File: src/rtl/spi_arb_pkg.sv
// spi_arb_pkg
//   Shared definitions for the SPI bus arbiter. It holds the FSM state
//   enumeration, the requester indices and the idle chip-select pattern.
//   It also provides a helper that sizes the burst-timing counter.
package spi_arb_pkg;

  typedef enum logic [2:0] {
    ST_IDLE  = 3'd0,
    ST_SETUP = 3'd1,
    ST_XFER  = 3'd2,
    ST_HOLD  = 3'd3,
    ST_GAP   = 3'd4
  } arb_state_e;

  localparam int         REQ_DISPLAY  = 0;
  localparam int         REQ_KEYBOARD = 1;
  localparam logic [1:0] CS_IDLE      = 2'b11;

  // Largest of the three CS timing values; used to size the shared counter.
  function automatic int max3(input int a, input int b, input int c);
    int m;
    m = (a > b) ? a : b;
    m = (m > c) ? m : c;
    return m;
  endfunction

endpackage

File: src/rtl/spi_rr_pick.sv
// spi_rr_pick
//   Two-way round-robin winner selection. A lone requester always wins.
//   On a tie, the requester that was not granted last wins. The last-grant
//   register resets to 1, so requester 0 wins the first tie after reset.
// Ports:
//   i_Clk, i_Rst_L  clock, asynchronous active-low reset
//   i_Req           per-requester request
//   i_Update        load i_Update_Idx into last-grant (end of a burst)
//   i_Update_Idx    index of the requester whose burst just ended
//   o_Valid         at least one requester is asking
//   o_Win           one-hot winner, 2'b00 when nobody asks
module spi_rr_pick
  import spi_arb_pkg::*;
(
  input  logic       i_Clk,
  input  logic       i_Rst_L,
  input  logic [1:0] i_Req,
  input  logic       i_Update,
  input  logic       i_Update_Idx,
  output logic       o_Valid,
  output logic [1:0] o_Win
);

  logic last_q;

  // Winner decode from the live requests and the last owner.
  always_comb begin
    o_Win = 2'b00;
    case (i_Req)
      2'b01:   o_Win = 2'b01;
      2'b10:   o_Win = 2'b10;
      2'b11:   o_Win = last_q ? 2'b01 : 2'b10;
      default: o_Win = 2'b00;
    endcase
    o_Valid = |i_Req;
  end

  // Last-grant register. It changes only when a burst closes.
  always_ff @(posedge i_Clk or negedge i_Rst_L) begin
    if (!i_Rst_L) begin
      last_q <= 1'b1;
    end else if (i_Update) begin
      last_q <= i_Update_Idx;
    end else begin
      last_q <= last_q;
    end
  end

endmodule

File: src/rtl/spi_bus_arbiter.sv
// spi_bus_arbiter
//   Shares one SPI_Master between requester 0 (the display streamer) and
//   requester 1 (the keyboard reader). Each grant is a chip-select-framed
//   burst: SETUP, then XFER, then HOLD, then GAP. During XFER the owner may
//   pass one byte at a time to the master. The next byte is blocked until
//   the master's receive strobe for the byte in flight has been seen.
// Ports:
//   i_Clk, i_Rst_L            clock, asynchronous active-low reset
//   i_Req/i_DV                per-requester request and byte strobe
//   i_Byte_n/i_DC_n           requester byte and D/C, sampled on i_DV
//   o_Grant/o_Byte_Ready      one-hot owner and "may strobe now"
//   o_RX_Byte/o_RX_DV         received byte, strobed to the owner only
//   o_TX_Byte/o_TX_DV         to SPI_Master
//   i_TX_Ready/i_RX_DV/i_RX_Byte  from SPI_Master
//   o_CS_L/o_DC               active-low chip selects, D/C of byte in flight
module spi_bus_arbiter
  import spi_arb_pkg::*;
#(
  parameter int CS_SETUP_CLKS = 2,
  parameter int CS_HOLD_CLKS  = 2,
  parameter int CS_GAP_CLKS   = 2
) (
  input  logic       i_Clk,
  input  logic       i_Rst_L,
  input  logic [1:0] i_Req,
  input  logic [1:0] i_DV,
  input  logic [7:0] i_Byte_0,
  input  logic [7:0] i_Byte_1,
  input  logic       i_DC_0,
  input  logic       i_DC_1,
  output logic [1:0] o_Grant,
  output logic [1:0] o_Byte_Ready,
  output logic [7:0] o_RX_Byte,
  output logic [1:0] o_RX_DV,
  output logic [7:0] o_TX_Byte,
  output logic       o_TX_DV,
  input  logic       i_TX_Ready,
  input  logic       i_RX_DV,
  input  logic [7:0] i_RX_Byte,
  output logic [1:0] o_CS_L,
  output logic       o_DC
);

  localparam int CNT_W = $clog2(max3(CS_SETUP_CLKS, CS_HOLD_CLKS, CS_GAP_CLKS) + 1);
  localparam logic [CNT_W-1:0] SETUP_LD = CNT_W'(CS_SETUP_CLKS);
  localparam logic [CNT_W-1:0] HOLD_LD  = CNT_W'(CS_HOLD_CLKS);
  localparam logic [CNT_W-1:0] GAP_LD   = CNT_W'(CS_GAP_CLKS);
  localparam logic [CNT_W-1:0] CNT_ONE  = CNT_W'(1);

  arb_state_e       state_q;
  logic [CNT_W-1:0] cnt_q;
  logic [1:0]       grant_q;
  logic [1:0]       cs_q;
  logic             pending_q;
  logic [7:0]       tx_byte_q;
  logic             tx_dv_q;
  logic             dc_q;
  logic [7:0]       rx_byte_q;
  logic [1:0]       rx_dv_q;

  logic             win_valid_s;
  logic [1:0]       win_s;
  logic             hold_done_s;
  logic [1:0]       ready_s;
  logic             accept_s;
  logic             owner_req_s;
  logic [7:0]       sel_byte_s;
  logic             sel_dc_s;

  // A count of 1 means the current cycle is the last one in a timed state.
  assign hold_done_s = (state_q == ST_HOLD) && (cnt_q == CNT_ONE);

  spi_rr_pick u_pick (
    .i_Clk        (i_Clk),
    .i_Rst_L      (i_Rst_L),
    .i_Req        (i_Req),
    .i_Update     (hold_done_s),
    .i_Update_Idx (grant_q[REQ_KEYBOARD]),
    .o_Valid      (win_valid_s),
    .o_Win        (win_s)
  );

  // Byte pacing. Only the owner sees ready. Ready is low while a byte
  // waits for the master's receive strobe.
  always_comb begin
    if ((state_q == ST_XFER) && i_TX_Ready && !pending_q) begin
      ready_s = grant_q;
    end else begin
      ready_s = 2'b00;
    end
    accept_s    = |(ready_s & i_DV);
    owner_req_s = |(grant_q & i_Req);
  end

  // Select the owner's byte and D/C.
  always_comb begin
    if (grant_q[REQ_KEYBOARD]) begin
      sel_byte_s = i_Byte_1;
      sel_dc_s   = i_DC_1;
    end else begin
      sel_byte_s = i_Byte_0;
      sel_dc_s   = i_DC_0;
    end
  end

  // Burst FSM, the timing counter, the pending flag and all registered
  // outputs. Each timed state loaded with k lasts exactly k cycles.
  always_ff @(posedge i_Clk or negedge i_Rst_L) begin
    if (!i_Rst_L) begin
      state_q   <= ST_IDLE;
      cnt_q     <= '0;
      grant_q   <= 2'b00;
      cs_q      <= CS_IDLE;
      pending_q <= 1'b0;
      tx_byte_q <= 8'h00;
      tx_dv_q   <= 1'b0;
      dc_q      <= 1'b0;
      rx_byte_q <= 8'h00;
      rx_dv_q   <= 2'b00;
    end else begin
      tx_dv_q <= 1'b0;
      rx_dv_q <= 2'b00;
      if ((state_q == ST_XFER) && i_RX_DV) begin
        rx_byte_q <= i_RX_Byte;
        rx_dv_q   <= grant_q;
      end
      case (state_q)
        ST_IDLE: begin
          if (win_valid_s) begin
            grant_q <= win_s;
            cs_q    <= ~win_s;
            cnt_q   <= SETUP_LD;
            state_q <= ST_SETUP;
          end
        end
        ST_SETUP: begin
          cnt_q <= cnt_q - CNT_ONE;
          if (cnt_q == CNT_ONE) begin
            state_q <= ST_XFER;
          end
        end
        ST_XFER: begin
          if (accept_s) begin
            tx_byte_q <= sel_byte_s;
            dc_q      <= sel_dc_s;
            tx_dv_q   <= 1'b1;
            pending_q <= 1'b1;
          end else if (i_RX_DV) begin
            pending_q <= 1'b0;
          end else if (!owner_req_s && !pending_q) begin
            cnt_q   <= HOLD_LD;
            state_q <= ST_HOLD;
          end
        end
        ST_HOLD: begin
          cnt_q <= cnt_q - CNT_ONE;
          if (hold_done_s) begin
            cs_q    <= CS_IDLE;
            grant_q <= 2'b00;
            cnt_q   <= GAP_LD;
            state_q <= ST_GAP;
          end
        end
        ST_GAP: begin
          cnt_q <= cnt_q - CNT_ONE;
          if (cnt_q == CNT_ONE) begin
            state_q <= ST_IDLE;
          end
        end
        default: begin
          state_q   <= ST_IDLE;
          grant_q   <= 2'b00;
          cs_q      <= CS_IDLE;
          pending_q <= 1'b0;
        end
      endcase
    end
  end

  assign o_Grant      = grant_q;
  assign o_Byte_Ready = ready_s;
  assign o_RX_Byte    = rx_byte_q;
  assign o_RX_DV      = rx_dv_q;
  assign o_TX_Byte    = tx_byte_q;
  assign o_TX_DV      = tx_dv_q;
  assign o_CS_L       = cs_q;
  assign o_DC         = dc_q;

endmodule

File: config.mk
export PLATFORM = sky130hd
export DESIGN_NAME = spi_bus_arbiter
export DESIGN_NICKNAME = d
export VERILOG_FILES = /design/src/rtl/spi_arb_pkg.sv /design/src/rtl/spi_rr_pick.sv /design/src/rtl/spi_bus_arbiter.sv
export SDC_FILE = /design/constraint.sdc
export NUM_CORES = 1
export LEC_CHECK = 0
export BUFFER_PORTS_ARGS = -buffer_cell sky130_fd_sc_hd__buf_2
export CORE_MARGIN = 2
export CORE_UTILIZATION = 51
export CTS_BUF_LIST = sky130_fd_sc_hd__clkbuf_16
export DETAILED_ROUTE_END_ITERATION = 7
export PLACE_DENSITY = 0.84
export SLEW_MARGIN = 20
export SYNTH_ARGS = -nofsm -noshare
export SYNTH_HDL_FRONTEND = slang
export SYNTH_SLANG_ARGS = --single-unit
File: constraint.sdc
create_clock -name i_Clk -period 4.3 [get_ports i_Clk]
set_input_delay 0.645 -clock i_Clk [delete_from_list [all_inputs] [get_ports i_Clk]]
set_output_delay 0.645 -clock i_Clk [all_outputs]
set_load 0.01 [all_outputs]
Yosys cells after proc, flatten, opt, wreduce, memory -nomap -nowiden
Cells that the tools add are included.
W data, S select, Z words.
{"block": "op_classes", "muxes": 31, "reduce_logical": 20, "n_eq_ne": 16, "bitwise": 5, "addsub": 1}
{"operator": "$mux W2", "count": 12}
{"operator": "$mux W3", "count": 7}
{"operator": "$pmux W2 S3", "count": 3}
{"operator": "$pmux W3 S5", "count": 1}
{"operator": "$ne A2 B2 Y1 const B", "count": 5}
{"operator": "$mux W8", "count": 1}
{"operator": "$pmux W2 S4", "count": 1}
{"operator": "$reduce_or A2 Y1", "count": 4}
{"operator": "$reduce_and A7 Y1", "count": 1}
{"operator": "$eq A3 B2 Y1 const B", "count": 2}
{"operator": "$logic_and A1 B1 Y1", "count": 5}
{"operator": "$mux W1", "count": 5}
{"operator": "$reduce_and A5 Y1", "count": 1}
{"operator": "$and A2 B2 Y2", "count": 2}
{"operator": "$eq A2 B1 Y1 const B", "count": 2}
{"operator": "$eq A2 B2 Y1 const B", "count": 2}
{"operator": "$ne A2 B1 Y1 const B", "count": 2}
{"operator": "$reduce_and A2 Y1", "count": 2}
{"operator": "$reduce_bool A4 Y1", "count": 1}
{"operator": "$reduce_or A4 Y1", "count": 1}
{"operator": "$eq A3 B1 Y1 const B", "count": 1}
{"operator": "$eq A3 B3 Y1 const B", "count": 1}
{"operator": "$logic_not A3 Y1", "count": 1}
{"operator": "$ne A3 B3 Y1 const B", "count": 1}
{"operator": "7 further kinds", "count": 9}
{"block": "word_totals", "in_bits": 34, "output_inout_bits": 26, "wordCells": 84, "regBits": 31}

Logic depth before layout (Yosys ltp)
Gate-level depths: netlist of run 1.
{"block": "logic_depth", "word_depth": 8, "ltp_mapped": 7, "mapped_depth_nobuf": 6}

Modules after synthesis
From an unflattened synthesis of run 1, not the netlist that was laid out.
{"block": "hier_totals", "hier_cells": 132, "area_unflattened_um2": 1486.4}
{"module": "spi_bus_arbiter", "seq_area_each_um2": 753.2, "area_per_inst_um2": 1426.4, "instances": 1, "cells_per_inst": 125}
{"module": "spi_rr_pick", "seq_area_each_um2": 26.3, "area_per_inst_um2": 60.1, "instances": 1, "cells_per_inst": 7}

Least setup slack after synthesis of run 1
No wires, ideal clock.
{"block": "synth_timing", "path_type": "register to output", "startpoint": "register state_q[2]", "endpoint": "output o_Byte_Ready[0]", "setup_slack_ns": 2.284, "arrival_time_ns": 1.371, "path_stages_with_launch": 6, "path_buffers": 2, "required_ns": 3.655, "cell_sequence": "dfrtp_1 > buf_2 > or3b_1 > buf_2 > nor3b_1 > and2_1"}
{"block": "synth_via", "elab_chain_len": 4}
{"element": "from (decl)", "line": "spi_bus_arbiter.sv:50", "source": "arb_state_e state_q;"}
{"element": "from (signal assigned)", "line": "spi_bus_arbiter.sv:110", "source": "state_q <= ST_IDLE;"}
{"element": "from (signal assigned)", "line": "spi_bus_arbiter.sv:133", "source": "state_q <= ST_SETUP;"}
{"element": "from (signal assigned)", "line": "spi_bus_arbiter.sv:139", "source": "state_q <= ST_XFER;"}
{"element": "$eq A3 B2 Y1", "line": "spi_bus_arbiter.sv:86", "source": "if ((state_q == ST_XFER) && i_TX_Ready && !pending_q) begin"}
{"element": "$logic_and A1 B1 Y1 (2 in a row)", "line": "spi_bus_arbiter.sv:86"}
{"element": "$mux W2", "line": "spi_bus_arbiter.sv:86"}
{"element": "to (decl)", "line": "spi_bus_arbiter.sv:32", "source": "output logic [1:0] o_Byte_Ready,"}
Every way passes these cells.

Final worst setup path of run 1
{"block": "layout_timing", "startpoint": "register state_q[1]", "endpoint": "output o_Byte_Ready[1]"}
The elaborated chain is that of the path after synthesis.

==> impl_metrics.json, run 1 <==
{
  "worstRegToRegCells": 5,
  "overflow": 0,
  "period_minus_slack_ns": 2.51,
  "initial_standard_cell_utilization_of_the_core": 0.533,
  "remaining_max_slew_budget_at_the_tightest_pin": 0.556,
  "dpl.cell_count": 211,
  "placed_cell_area_mm2": 0.00176,
  "fp.coreArea_mm2": 0.00273,
  "cts_num_sinks": 31,
  "chipHeight_um": 57.4,
  "synth.distinct_cells": 37,
  "endpoint_arrival_time_on_the_critical_path_ns": 1.87,
  "worstPathCellList": "or3b_1 > nor3b_1 > and2_1 > buf_2",
  "run_status": "complete, no violations",
  "synth_edf_count": 0,
  "synth_sequential_area_ratio": 0.535,
  "static-leakage-power_nw": 0.939,
  "finalCoreUtilization": 0.703,
  "wl_per_cell_um": 13.4,
  "setup-tns-final_ns": 0,
  "max_slew.worst_pin.slew_ns": 0.666,
  "crit_family": "simple AND/OR/NAND/NOR gates",
  "post-place-ws_ns": 2.03,
  "netlist.top_cell.by_area": "sky130_fd_sc_hd__dfrtp_1",
  "grt_max_degree": 32,
  "number_of_max_cap_violations": 0,
  "clock_tree.root_cell": "sky130_fd_sc_hd__clkbuf_16",
  "worst_slack_ns": 1.79,
  "grt_antenna_before_repair": 0,
  "final_cells": 219,
  "dp_hpwl_mm": 2.23,
  "pin_count": 60,
  "place.gp.congestion": 0.799,
  "detailroute.via_count": 1158,
  "cts_hold_buf": 0,
  "drt_drc_violations_left": 0,
  "hold_path.class": "in2async",
  "final_setup_violation_count": 0,
  "flop_to_flop_setup_slack_ns": 2.03,
  "cts_resized": 0,
  "detail_route.wirelength_mm": 2.93,
  "number_of_drc_violations_after_detailed_routing_iteration_0": 34,
  "synth.top_cells.by_area": "sky130_fd_sc_hd__dfrtp_1 48%, sky130_fd_sc_hd__mux2i_1 6.9%, sky130_fd_sc_hd__mux2_2 6.2%",
  "crit_cells": 4,
  "worstPathBufferInverterCount": 1,
  "postSynthCellCount": 128,
  "critPathMaxStageDelay_ns": 0.52,
  "postSynthAreaPerCell_um2": 11.4,
  "post_dr_vias_cell": 5.29,
  "synth.yosys.warnings": 0,
  "share_of_the_synthesized_area_in_the_top_cell_type": 0.481,
  "powerDensity_mw_per_mm2": 729,
  "total_number_of_nets_in_the_final_design": 222,
  "grt_usage": 0.200,
  "clk-insertion-delay-late_ns": 0.27,
  "post_route_clock_period_utilization": 0.585,
  "finalInstanceArea_mm2": 0.00192,
  "vdd_drop_max_mv": 0.619,
  "io_buffer_count": 59,
  "timing_max_transition_violations_final": 0,
  "tritoncts.num_buffers": 5,
  "area_growth_pct": 32.0,
  "synth.net_count": 163,
  "die-width_um": 57.4,
  "yosys-top-cells-count": "28 x sky130_fd_sc_hd__dfrtp_1, 13 x sky130_fd_sc_hd__nor2_1, 10 x sky130_fd_sc_hd__mux2i_1, 9 x sky130_fd_sc_hd__a21oi_2, 8 x sky130_fd_sc_hd__mux2_2",
  "rsz0062_at_grt": "false",
  "timing.setup.critical_path_class": "reg2out",
  "cts_tree": "built",
  "clock_tree.buffer_depth": 2,
  "timing.critical_path.to_type": "output pin",
  "post_cts.repair.setup_buffers": 0,
  "timing.critical_path.from_type": "flip-flop",
  "summed_instance_area_of_the_synthesized_netlist_mm2": 0.00146,
  "synth.ff_latch_count": 31,
  "ys_dominant_reg_cell": "sky130_fd_sc_hd__dfrtp_1",
  "antenna_left": 0,
  "yosysMostFrequentCell": "sky130_fd_sc_hd__dfrtp_1",
  "number_of_global_route_vias_before_repair": 1106,
  "drive_above_1_share": 0.479,
  "timing.clock.skew_ns": 0.00353,
  "ys_async_sr_fraction": 1.00,
  "final_hold_viol_count": 0,
  "ctsHtreeMaxLevel": 2,
  "worst_setup_hold_path_clk_slew_ns": 0.05,
  "cp_max_fo": 11,
  "rows": 19,
  "fp.dieArea_mm2": 0.00330,
  "critPathSlowestCell": "sky130_fd_sc_hd__or3b_1",
  "antenna_cells": 0,
  "grt_first_pass_wirelength_mm": 4.95,
  "cp.required_ns": 3.65,
  "fmaxAchievable_mhz": 398,
  "number_of_iterations_in_the_first_detailed_routing_pass": 4
}
## layer usage
metal  vias up  part of all wire  wire length [um]  GRT usage
li1        565                 -                 -          -
met5         -                 0                 0          0
met2        53              0.51              1500      0.338
met1       537              0.39              1130      0.233
met4         0             0.015                44     0.0698
met3         3             0.088               257     0.0748
## stage by stage
step                      hold slack (ns)  total power, mW
after floorplan                     0.349            0.861
after global placement              0.466            0.994
after detailed placement            0.471             1.02
after CTS                           0.421             1.42
after global routing                0.457             1.50
final                               0.407             1.40
## path summary, 6_finish.rpt
check | startpoint | end
hold reg to reg | u_pick.last_q | u_pick.last_q
hold / removal | i_Rst_L | state_q[0]
max in group asynchronous | i_Rst_L | cnt_q[1]
min in group i_Clk | u_pick.last_q | u_pick.last_q
setup / recovery | state_q[1] | o_Byte_Ready[1]
setup reg to reg | state_q[1] | cnt_q[1]
## flip-flops by register name, summed over array words and instances (netlist names)
signal and count:
o_CS_L 2, o_TX_Byte 8, o_DC 1, state_q 3, cnt_q 2, pending_q 1
o_RX_Byte 8, o_TX_DV 1, o_RX_DV 2, o_Grant 2, u_pick.last_q 1
## kinds of logic (layout without fill, tap and decap cells)
logic type,Yosys count,count (layout),synth area share
AND/OR/NAND/NOR,37,37,0.137
flip-flops,31,31,0.535
AO/OA/AOI/OAI,27,27,0.137
multiplexers,18,18,0.131
buffers and inverters,13,73,0.0455
adder cells (fa/ha/maj),1,1,0.00859
XOR/XNOR,1,1,0.00601
## where the power goes
| part | internal [mW] | switching (mW) |
|---|---|---|
| clock network | 0.269 | 0.116 |
| logic | 0.239 | 0.245 |
| registers | 0.424 | 0.109 |
## worst register-to-register path: stages, from the launching register on
cell	delay, ns
sky130_fd_sc_hd__dfrtp_1	0.51
sky130_fd_sc_hd__or3b_1	0.52
sky130_fd_sc_hd__nor4b_4	0.61
sky130_fd_sc_hd__buf_8	0.24
sky130_fd_sc_hd__a2111oi_1	0.07
sky130_fd_sc_hd__o22a_1	0.21
## placed cells by master (no fill, tap or decap), types with 2 or more instances in the layout
| cell | n |
|---|---|
| sky130_fd_sc_hd__nand2_1 | 7 |
| sky130_fd_sc_hd__mux2_2 | 8 |
| sky130_fd_sc_hd__a21oi_1 | 4 |
| sky130_fd_sc_hd__dfstp_2 | 3 |
| sky130_fd_sc_hd__nor2_1 | 13 |
| sky130_fd_sc_hd__clkbuf_16 | 5 |
| sky130_fd_sc_hd__a21oi_2 | 9 |
| sky130_fd_sc_hd__and2_1 | 2 |
| sky130_fd_sc_hd__dfrtp_1 | 28 |
| sky130_fd_sc_hd__nand3b_1 | 2 |
| sky130_fd_sc_hd__o21ai_0 | 4 |
| sky130_fd_sc_hd__inv_1 | 5 |
| sky130_fd_sc_hd__mux2i_1 | 10 |
| sky130_fd_sc_hd__nor3_1 | 3 |
| sky130_fd_sc_hd__o21a_1 | 2 |
| sky130_fd_sc_hd__nand3_1 | 3 |
| sky130_fd_sc_hd__buf_2 | 59 |
## final cells by class
class	count	area, um^2
clock buffer	5	125
clock inverter	3	38.8
fill	214	812
inverter	5	18.8
multi-input combinational	84	611
sequential	31	779
tap	31	38.8
timing repair buffer	60	310
No activity file was read; power rests on OpenSTA's default activity.
==> run 2, diff against run 1 <==
Settings changed: ABC_AREA from default to 1, CORE_UTILIZATION 51 to 47, PLACE_DENSITY 0.84 to 0.78.
Clock period 4.3 ns to 2.5 ns, I/O delays scaled along.
==> run 2 against run 1 <==
Area after synthesis did not move. Via count rose by 11%. Clock skew rose by 0.0032 ns. Synthesized cell count rose by 30%. Sequential cell count did not move. Sequential power rose by 69%.
==> impl_metrics.json, run 2 <==
{
  "run_status": "complete, no violations",
  "final_cell_mix": "59 x sky130_fd_sc_hd__buf_2, 50 x sky130_fd_sc_hd__nand2_1, 28 x sky130_fd_sc_hd__dfrtp_1",
  "grt_usage": 0.190,
  "fillers": 263,
  "period_minus_slack_ns": 1.83,
  "critPathSlowestCell": "sky130_fd_sc_hd__dfrtp_1",
  "cp_max_fo": 14,
  "grt_max_degree": 32,
  "clock_tree.root_cell": "sky130_fd_sc_hd__clkbuf_16",
  "drive_above_1_share": 0.349,
  "drt_drc_violations_left": 0,
  "summed_instance_area_of_the_synthesized_netlist_mm2": 0.00146,
  "timing.critical_path.from_type": "flip-flop",
  "die-width_um": 59.7,
  "postSynthAreaPerCell_um2": 8.72,
  "rsz0062_at_grt": "false",
  "timing_max_transition_violations_final": 0,
  "crit_family": "flip-flops",
  "tritoncts.num_buffers": 5,
  "hold_path.class": "in2async",
  "final_hold_viol_count": 0,
  "synth.top_cells.by_area": "sky130_fd_sc_hd__dfrtp_1 48%, sky130_fd_sc_hd__nand2_1 13%, sky130_fd_sc_hd__nor2_1 5.9%",
  "cts_hold_buf": 0,
  "critPathMaxStageDelay_ns": 0.58,
  "placed_cell_area_mm2": 0.00175,
  "synth.net_count": 202,
  "fmaxAchievable_mhz": 547,
  "grt_antenna_before_repair": 0,
  "synth.ff_latch_count": 31,
  "worst_setup_hold_path_clk_slew_ns": 0.05,
  "pin_count": 60,
  "antenna_cells": 0,
  "remaining_max_slew_budget_at_the_tightest_pin": 0.563,
  "share_of_the_synthesized_area_in_the_top_cell_type": 0.481,
  "worstRegToRegCells": 9,
  "ys_async_sr_fraction": 1.00,
  "rows": 20,
  "final_setup_violation_count": 0,
  "synth_sequential_area_ratio": 0.535,
  "worstPathCellList": "inv_1 > nor2_1 > buf_2",
  "setup-tns-final_ns": 0,
  "yosys-top-cells-count": "50 x sky130_fd_sc_hd__nand2_1, 28 x sky130_fd_sc_hd__dfrtp_1, 23 x sky130_fd_sc_hd__nor2_1, 16 x sky130_fd_sc_hd__inv_1, 9 x sky130_fd_sc_hd__a31oi_1",
  "antenna_left": 0,
  "fp.dieArea_mm2": 0.00356,
  "destination_of_the_worst_register_to_register_timing_path": "state_q[0]",
  "powerDensity_mw_per_mm2": 1320,
  "overflow": 0,
  "yosysMostFrequentCell": "sky130_fd_sc_hd__nand2_1",
  "post_dr_vias_cell": 4.91,
  "fp.coreArea_mm2": 0.00300,
  "cts_num_sinks": 31,
  "regToRegStartpoint": "state_q[0]",
  "timing.critical_path.to_type": "output pin",
  "number_of_max_cap_violations": 0,
  "synth.yosys.warnings": 0,
  "post_cts.repair.setup_buffers": 0,
  "finalInstanceArea_mm2": 0.00192,
  "dp_hpwl_mm": 2.36,
  "worstPathBufferInverterCount": 2,
  "number_of_global_route_vias_before_repair": 1166,
  "cts_tree": "built",
  "cts_resized": 0,
  "initial_standard_cell_utilization_of_the_core": 0.485,
  "endpoint_arrival_time_on_the_critical_path_ns": 1.45,
  "cp.required_ns": 2.12,
  "timing.setup.critical_path_class": "reg2out",
  "postSynthCellCount": 167,
  "crit_cells": 3,
  "wl_per_cell_um": 12.1,
  "place.gp.congestion": 0.871,
  "chipHeight_um": 59.7,
  "crit_path_end": "o_Byte_Ready[1]",
  "clk-insertion-delay-late_ns": 0.27,
  "netlist.top_cell.by_area": "sky130_fd_sc_hd__dfrtp_1",
  "area_growth_pct": 31.5,
  "grt_first_pass_wirelength_mm": 4.92,
  "clock_tree.buffer_depth": 2,
  "total_number_of_nets_in_the_final_design": 263,
  "synth.distinct_cells": 24,
  "number_of_drc_violations_after_detailed_routing_iteration_0": 75,
  "detail_route.wirelength_mm": 3.16,
  "mostFrequentLayoutCell": "sky130_fd_sc_hd__buf_2",
  "post_route_clock_period_utilization": 0.731,
  "number_of_iterations_in_the_first_detailed_routing_pass": 4,
  "io_buffer_count": 59,
  "max_slew.worst_pin.slew_ns": 0.655,
  "timing.clock.skew_ns": 0.00669,
  "ys_dominant_reg_cell": "sky130_fd_sc_hd__dfrtp_1",
  "crit_path_start": "o_Grant[1]",
  "detailroute.via_count": 1287,
  "vdd_drop_max_mv": 0.599,
  "flop_to_flop_setup_slack_ns": 0.90,
  "synth_edf_count": 0,
  "ctsHtreeMaxLevel": 2,
  "static-leakage-power_nw": 1.05
}
-- run 2: area by class of cell --
class | count | area, um^2 | area share
Tap cell | 33 | 41.3 | 0.0216
Clock buffer | 5 | 125 | 0.0653
Sequential cell | 31 | 779 | 0.407
Multi-Input combinational cell | 114 | 568 | 0.297
Timing Repair Buffer | 60 | 303 | 0.158
Clock inverter | 3 | 38.8 | 0.0202
Inverter | 16 | 60.1 | 0.0314
-- run 2: how the worst min path moves through the flow --
stage | start | endpoint | slack, ns | depth (start not counted)
final | i_Rst_L | o_TX_Byte[1] | 0.13 | 1
after global placement | i_Rst_L | o_DC | 0.44 | 1
after global routing | i_Rst_L | o_DC | 0.19 | 1
after detailed placement | i_Rst_L | o_TX_Byte[1] | 0.45 | 1
after CTS | i_Rst_L | o_TX_Byte[1] | 0.17 | 1
after floorplan | i_Rst_L | cnt_q[0] | 0.08 | 0
-- run 2: layer usage --
metal	track usage	up-vias	part of all wire
li1	-	659	-
met1	0.220	583	0.43
met2	0.329	41	0.51
met3	0.0584	4	0.055
met4	0.0667	0	0.0063
met5	0	-	0
-- run 2: cell families after synthesis --
family          Yosys count  share of synthesized area
simple gates             87                      0.247
flops                    31                      0.535
buf+inv                  22                     0.0747
compound gates           18                     0.0730
mux                       8                     0.0619
fa+ha+maj                 1                    0.00859
-- run 2: metrics by stage --
stage               utilization  power, mW  hold WS [ns]  std cells  setup slack, ns
global placement          0.583       1.85         0.445        254            0.961
floorplan                     -       1.56        0.0794        167             1.19
detailed placement        0.583       1.88         0.454        254            0.917
finish                    0.638       2.53         0.132        262            0.673
CTS                       0.638       2.56         0.166        262            0.652
global route              0.638       2.74         0.190        262            0.529
-- run 2: report_power, final --
group,internal [mW],total [mW],switching [mW]
sequential,0.746,0.898,0.151
combinational,0.403,0.969,0.566
clock,0.463,0.661,0.198
total,1.61,2.53,0.915
==> run 3, diff against run 2 <==
Clock period 2.5 ns to 1.85 ns, I/O delays scaled along.
==> run 3 against run 2 <==
Wire length up 4.0%. Utilization up 0.67 points. Register-to-register slack worse by 0.52 ns.
==> impl_metrics.json, run 3 (synthesized netlist as in run 2, its figures left out) <==
{
  "run_status": "complete, no violations",
  "drive_above_1_share": 0.359,
  "antenna_left": 0,
  "timing.clock.skew_ns": 0.00374,
  "pin_count": 60,
  "worst_setup_hold_path_clk_slew_ns": 0.05,
  "grt_first_pass_wirelength_mm": 5.04,
  "number_of_global_route_vias_before_repair": 1176,
  "p_total_mw": 3.50,
  "cp.required_ns": 1.57,
  "globalRoute.busiestLayer": "met2",
  "initial_standard_cell_utilization_of_the_core": 0.485,
  "number_of_iterations_in_the_first_detailed_routing_pass": 4,
  "grt_usage": 0.200,
  "rows": 20,
  "final_setup_violation_count": 0,
  "drt_drc_violations_left": 0,
  "total_number_of_nets_in_the_final_design": 265,
  "use_met1": 0.237,
  "number_of_max_cap_violations": 0,
  "area_growth_pct": 32.9,
  "crit_family": "flip-flops",
  "post_route_clock_period_utilization": 0.883,
  "groute.layer.met2.usage": 0.326,
  "flop_pwr_share": 0.346,
  "rsz0062_at_grt": "false",
  "flop_to_flop_setup_slack_ns": 0.38,
  "power_frac_clock": 0.264,
  "critPathMaxStageDelay_ns": 0.43,
  "period_minus_slack_ns": 1.63,
  "fillers": 256,
  "mostFrequentLayoutCell": "sky130_fd_sc_hd__buf_2",
  "grt_antenna_before_repair": 0,
  "wl_per_cell_um": 12.5,
  "timing_max_transition_violations_final": 0,
  "sw_power_mw": 1.28,
  "cts_resized": 0,
  "final_cell_mix": "59 x sky130_fd_sc_hd__buf_2, 50 x sky130_fd_sc_hd__nand2_1, 28 x sky130_fd_sc_hd__dfrtp_1",
  "dpl.cell_count": 256,
  "fmaxAchievable_mhz": 612,
  "static-leakage-power_nw": 1.06,
  "regToRegStartpoint": "state_q[0]",
  "cts_hold_buf": 0,
  "number_of_drc_violations_after_detailed_routing_iteration_0": 64,
  "cts_tree": "built",
  "endpoint_arrival_time_on_the_critical_path_ns": 1.36,
  "worstPathCellList": "inv_1 > nand2_2 > nor2_4 > nand2_1 > nor2_1 > buf_2",
  "detailroute.via_count": 1346,
  "setup-tns-final_ns": 0,
  "overflow": 0,
  "finalCoreUtilization": 0.645,
  "worstPathBufferInverterCount": 2,
  "p_comb_frac": 0.390,
  "die-width_um": 59.7,
  "max_slew.worst_pin.slew_ns": 0.677,
  "detail_route.wirelength_mm": 3.29,
  "chipHeight_um": 59.7,
  "share_of_total_power_consumed_by_net_switching": 0.367,
  "tritoncts.num_buffers": 5,
  "destination_of_the_worst_register_to_register_timing_path": "o_TX_Byte[2]",
  "antenna_cells": 0,
  "clk-insertion-delay-late_ns": 0.28,
  "fp.dieArea_mm2": 0.00356,
  "final_hold_viol_count": 0,
  "cp_max_fo": 6,
  "post_cts.repair.setup_buffers": 0,
  "powerDensity_mw_per_mm2": 1810,
  "post_dr_vias_cell": 5.10,
  "ctsHtreeMaxLevel": 2,
  "internal-power_mw": 2.21,
  "grtUsageMet3": 0.0693,
  "clock_tree.buffer_depth": 2,
  "io_buffer_count": 59,
  "vdd_drop_max_mv": 0.857,
  "worstRegToRegCells": 8,
  "hold_path.class": "in2async",
  "cts_num_sinks": 31,
  "timing.critical_path.from_type": "flip-flop",
  "remaining_max_slew_budget_at_the_tightest_pin": 0.549,
  "place.gp.congestion": 0.869,
  "final_cells": 264,
  "fp.coreArea_mm2": 0.00300,
  "dp_hpwl_mm": 2.49,
  "critPathSlowestCell": "sky130_fd_sc_hd__dfrtp_1",
  "timing.critical_path.to_type": "output pin",
  "clock_tree.root_cell": "sky130_fd_sc_hd__clkbuf_16",
  "grt_max_degree": 32,
  "timing.setup.critical_path_class": "reg2out"
}
## run 3: how the worst max path moves through the flow
stage	start	endpoint	slack (ns)	cells after the start
after floorplan	state_q[0]	o_DC	0.54	8
after global placement	state_q[0]	o_TX_Byte[0]	0.43	8
after detailed placement	state_q[0]	state_q[0]	0.41	9
after CTS	state_q[0]	o_Byte_Ready[0]	0.23	6
after global routing	state_q[0]	o_Byte_Ready[0]	0.12	6
final	state_q[0]	o_Byte_Ready[0]	0.22	6
## run 3: per-stage QoR
step	instance area, um^2	setup slack, ns	hold WS, ns
after CTS	1940	0.227	0.0629
after global routing	1940	0.117	0.0964
final	1940	0.217	0.0369
after detailed placement	1770	0.414	0.357
after global placement	1770	0.431	0.349
after floorplan	1460	0.538	-0.0181
## run 3: layout make-up
cell class / count / area (um^2) / share of cell area
inverter: 16 / 60.1 / 0.0310
clock inverter: 3 / 43.8 / 0.0226
clock buffer: 5 / 125 / 0.0646
multi-input combinational: 114 / 568 / 0.293
tap: 33 / 41.3 / 0.0213
timing repair buffer: 62 / 318 / 0.164
sequential: 31 / 779 / 0.403
## run 3: per-layer routing
metal | vias up | part of all wire
met2 | 59 | 0.49
met1 | 621 | 0.43
met4 | 0 | 0.020
met5 | - | 0
li1 | 657 | -
met3 | 9 | 0.068
## run 3: power groups by stage
stage | clock, mW | sequential, mW | combinational [mW]
after floorplan | 0 | 1.30 | 0.806
after global placement | 0 | 1.20 | 1.33
after detailed placement | 0 | 1.21 | 1.36
after CTS | 0.941 | 1.21 | 1.37
after global routing | 0.972 | 1.24 | 1.54
final | 0.923 | 1.21 | 1.36
